[src/rtl/memc_deskew.sv]
// De-skews the diagonally staggered result columns of a DIM x DIM systolic array
// and hands them out one aligned row at a time over a valid/ready port.
module memc_deskew #(
   parameter int BITS_C = 24,
   parameter int DIM    = 8
) (
   input  logic                     clk,
   input  logic                     rst_n,
   input  logic                     start,
   input  logic                     in_en,
   input  logic signed [BITS_C-1:0] Cin [DIM],
   input  logic                     out_ready,
   output logic                     out_valid,
   output logic signed [BITS_C-1:0] Cout [DIM],
   output logic [$clog2(DIM)-1:0]   out_row,
   output logic                     busy,
   output logic                     done
);

   localparam int RW = $clog2(DIM);
   localparam int KW = $clog2(2*DIM);
   localparam logic [KW-1:0] K_LAST = KW'(2*DIM-2);
   localparam logic [RW-1:0] R_LAST = RW'(DIM-1);

   localparam logic [1:0] IDLE    = 2'd0;
   localparam logic [1:0] COLLECT = 2'd1;
   localparam logic [1:0] DRAIN   = 2'd2;

   logic [1:0]    state;
   logic [KW-1:0] k;
   logic [RW-1:0] rd;

   logic          beat;
   logic          last_beat;
   logic          hs;
   logic          last_hs;
   logic          load;
   logic [RW-1:0] ld_row;

   // Output handshake: a row transfers on every cycle with out_valid=1 and
   // out_ready=1; while out_ready=0 the presented row and index hold steady.
   assign beat      = (state == COLLECT) && in_en;
   assign last_beat = beat && (k == K_LAST);
   assign hs        = (state == DRAIN) && out_ready;
   assign last_hs   = hs && (rd == R_LAST);
   assign load      = last_beat || (hs && !last_hs);
   assign ld_row    = last_beat ? '0 : rd + RW'(1);

   assign out_valid = (state == DRAIN);
   assign busy      = (state != IDLE);
   assign out_row   = rd;

   always_ff @(posedge clk or negedge rst_n) begin
      if (!rst_n) begin
         state <= IDLE;
         k     <= '0;
         rd    <= '0;
         done  <= 1'b0;
      end else begin
         done <= 1'b0;
         case (state)
            IDLE: begin
               if (start) begin
                  state <= COLLECT;
                  k     <= '0;
               end
            end
            COLLECT: begin
               if (beat) begin
                  if (k == K_LAST) begin
                     state <= DRAIN;
                     k     <= '0;
                     rd    <= '0;
                  end else begin
                     k <= k + KW'(1);
                  end
               end
            end
            DRAIN: begin
               if (hs) begin
                  if (last_hs) begin
                     state <= IDLE;
                     rd    <= '0;
                     done  <= 1'b1;
                  end else begin
                     rd <= rd + RW'(1);
                  end
               end
            end
            default: begin
               state <= IDLE;
               k     <= '0;
               rd    <= '0;
            end
         endcase
      end
   end

   // Column c carries row (k - c) on beat k; the window test is done on a
   // one-bit-wider difference so that k < c shows up as a negative result.
   for (genvar c = 0; c < DIM; c++) begin : g_col
      logic signed [BITS_C-1:0] col_mem [DIM];
      logic signed [BITS_C-1:0] cout_r;
      logic [KW:0]              diff;
      logic                     in_win;
      logic [RW-1:0]            wr_row;

      assign diff   = {1'b0, k} - (KW+1)'(c);
      assign in_win = !diff[KW] && (diff[KW-1:0] < KW'(DIM));
      assign wr_row = RW'(diff[KW-1:0]);

      always_ff @(posedge clk or negedge rst_n) begin
         if (!rst_n) begin
            for (int r = 0; r < DIM; r++) begin
               col_mem[r] <= '0;
            end
            cout_r <= '0;
         end else begin
            if (beat && in_win) begin
               col_mem[wr_row] <= Cin[c];
            end
            if (load) begin
               cout_r <= col_mem[ld_row];
            end else if (last_hs) begin
               cout_r <= '0;
            end
         end
      end

      assign Cout[c] = cout_r;
   end

endmodule

[config.mk]
export PLATFORM = sky130hd
export DESIGN_NAME = memc_deskew
export DESIGN_NICKNAME = d
export VERILOG_FILES = /design/src/rtl/memc_deskew.sv
export SDC_FILE = /design/constraint.sdc
export NUM_CORES = 2
export LEC_CHECK = 0
export BUFFER_PORTS_ARGS = -buffer_cell sky130_fd_sc_hd__buf_2
export CORE_UTILIZATION = 55
export DETAILED_ROUTE_END_ITERATION = 7
export PLACE_DENSITY = 0.76
export SYNTH_ARGS = -nofsm -noshare
export SYNTH_HDL_FRONTEND = slang
export SYNTH_SLANG_ARGS = --single-unit
export TNS_END_PERCENT = 1
[constraint.sdc]
create_clock -name clk -period 2.5 [get_ports clk]
set_input_delay 0.5 -clock clk [delete_from_list [all_inputs] [get_ports clk]]
set_output_delay 0.5 -clock clk [all_outputs]
set_load 0.005 [all_outputs]
==> reports/metrics.yaml <==
synthCells: 5641
p_int_mw: 68.3
path_cells: "ha_2 -> ha_4 -> inv_1 -> buf_4 -> nand2_4 -> buf_12 -> o32ai_1 -> nor2_1 -> a221o_1"
start_util: 0.557
htreeDepth: 4
path_buf_inv: 3
cp.depth: 9
rows: 136
clk_path_buf_depth: 3
crit_type: "reg -> reg"
die_x_um: 376
synthArstFlopShare: 1.00
die_y_um: 376
yosysTopAreaCell: "dfrtp_1"
dp_hpwl_um: 124000
crit_end: "g_col[7].cout_r[6]"
grt.overflow.total: 0
slew_viol_final: 0
status: "finished clean"
cp-end-kind: "flop"
dr.pass1.iters: 6
clk_latency_ns: 0.83
syn_area_um2: 77000
drtIter0Drc: 4420
core_um2: 138000
io_buffers: 394
vias_per_cell: 6.43
track_usage: 0.303
drv_cap: 0
grt_use_met1: 0.409
grt_pass1_vias: 55700
reg2reg_to: "g_col[7].cout_r[6]"
synth_edf_count: 0
synth.top_cells.by_count: "dfrtp_1 (1738), mux2_2 (1515), mux2i_1 (384)"
cpMaxStageDelayCell: "dfrtp_4"
worstPathArrival_ns: 3.17
finalCritPeriodShare: 0.993
wirelength_um: 215000
path_clk_slew_ns: 0.06
cts_tree: "done"
synth_seq_area_share: 0.565
synth_most_common_cell: "dfrtp_1"
setup_viol: 0
tns_ns: 0
fin_util: 0.666
multi_input_area_um2: 31900
combPwrFrac: 0.236
sw_frac_of_total: 0.276
crit_family: "compound AO/OA/AOI/OAI gates"
avgRoutedWirePerCell_um: 26.0
p_per_area_nw_per_um2: 1030
use_met2: 0.486
period_minus_slack_ns: 2.48
grt_max_degree: 114
ys_ff_latch: 1738
ant_nets: 0
hp-class: "in -> reg"
worstSetupStartpointType: "flop"
crit_start: "out_row[0]"
syn_avg_cell_area_um2: 13.7
seq_area_um2: 43500
totalPowerFinal_mw: 94.4
ir_worst_vdd_uv: 728
slowest_delay_ns: 0.51
hold_viol: 0
num_vias: 53100
layout.nets: 6438
slew_headroom: 0.571
leakage_nw: 41.5
crit_fanout: 84
top_usage_layer: "met2"
fmax_mhz: 403
synth_area_leaders: "dfrtp_1 (56%), mux2_2 (22%), mux2i_1 (5.0%)"
hold_start: "Cin[54]"
skew_ns: 0.0496
r2r-start: "out_row[0]"
rsz0062_at_grt: "true"
reg2reg_slack_ns: 0.02
ys.flop_type: "dfrtp_1"
p_seq_frac: 0.472
ctsRootBufferMaster: "clkbuf_16"
reg2regPathDepth: 9
yosys_warnings: 0
crit_required_ns: 3.19
grt_pass1_wl_um: 332000
antenna_found_initial: 27
worstMarginPinSlew_ns: 0.644
pwr-share-clk: 0.292
power.switching_mw: 26.1
cts.sinks: 1738
synth.distinct_cells: 59
area_growth_pct: 19.4
gp_congestion: 0.817
cts_buffers: 179
drc: 0
io_pins: 395
n_fill_cell: 9760
synth_nets: 5846
use_met3: 0.0617
synth.top_cell.area_share: 0.565
dieArea_um2: 142000
drive_gt1_frac: 0.398
layout make-up:
type	count	area share
sequential	1738	0.473
tap	1863	0.0253
inverter	8	0.000422
multi-input combinational	3446	0.346
antenna	13	0.000354
timing repair buffer	860	0.0876
clock buffer	267	0.0573
clock inverter	60	0.00954
flip-flops by register name, indices dropped and copies added (netlist names):
name           cells
g_col.col_mem   1536
g_col.cout_r     192
k                  4
out_row            3
state              2
done               1
cell usage in the layout (no fill, tap or decap), drive strengths merged, types with 3 or more instances in the layout:
cell,count
clkinv,40
diode,13
or2,3
o32ai,164
dlygate4sd3,191
ha,8
inv,14
nor3,37
nor2b,4
nand3,12
a22oi,189
bufinv,12
or3,4
dfrtp,1738
a221oi,28
nand2,236
nand2b,4
o21ai,10
a21oi,197
buf,665
bufbuf,3
nor2,220
mux2i,384
mux2,1539
a221o,378
clkbuf,268
kinds of logic (layout without fill, tap and decap cells):
group,count (synthesis),after routing,share of synthesized area
DFF,1738,1738,0.565
muxes,1924,1924,0.275
AOI/OAI and AO/OA,980,980,0.105
buffers and inverters,457,1195,0.0244
adders and majority gates,8,8,0.00130
and+or+nand+nor,531,531,0.0292
other,0,13,0
xor gates and xnor gates,3,3,0.000341
per-stage QoR:
stage          cells  worst slack [ns]  hold WS, ns  instance area [um2]
2_1_floorplan   5641           -0.0968        0.204                77000
3_3_place_gp    7719           -0.0995        0.466                83600
5_1_grt         8250           -0.0303       0.0337                92000
4_1_cts         8240           -0.0251     0.000352                91800
3_5_place_dp    7719           -0.0705        0.474                83600
6_report        8255            0.0178       0.0592                92000
repair_timing:
item	4_1_cts	5_1_grt
hold buffers	191	0
pin swaps	0	5
resized for setup	6	15
endpoints found under the hold margin	1453	0
gates cloned	3	1
buffers inserted	0	1
setup endpoints to repair	66	461
worst reg2reg max path, stage by stage, from the launching register on:
cell	delay (ns)
dfrtp_4	0.51
ha_2	0.21
ha_4	0.25
inv_1	0.08
buf_4	0.15
nand2_4	0.09
buf_12	0.27
o32ai_1	0.43
nor2_1	0.09
a221o_1	0.26
layer usage:
metal	wire [um]	part of all wire	up-vias
met3	16900	0.079	498
met5	172	0.00080	-
met1	88600	0.41	27800
met2	102000	0.48	2271
li1	-	-	22500
met4	6900	0.032	28
power groups by stage:
stage	Combinational, mW	Clock [mW]	Sequential, mW
after detailed placement	21.8	0	44.8
after floorplan	16.6	0	43.0
after global placement	20.8	0	44.0
final	22.3	27.6	44.5
after global routing	24.0	29.2	45.8
after CTS	22.3	28.0	44.4
worst min-delay path by stage:
stage                                 end  cells past startpoint
floorplan                            done                      0
global placement    g_col[1].col_mem[105]                      1
detailed placement    g_col[1].col_mem[5]                      1
CTS                  g_col[4].col_mem[28]                      2
global route        g_col[4].col_mem[172]                      2
finish              g_col[5].col_mem[126]                      2
(Power assumes the default switching activity.)
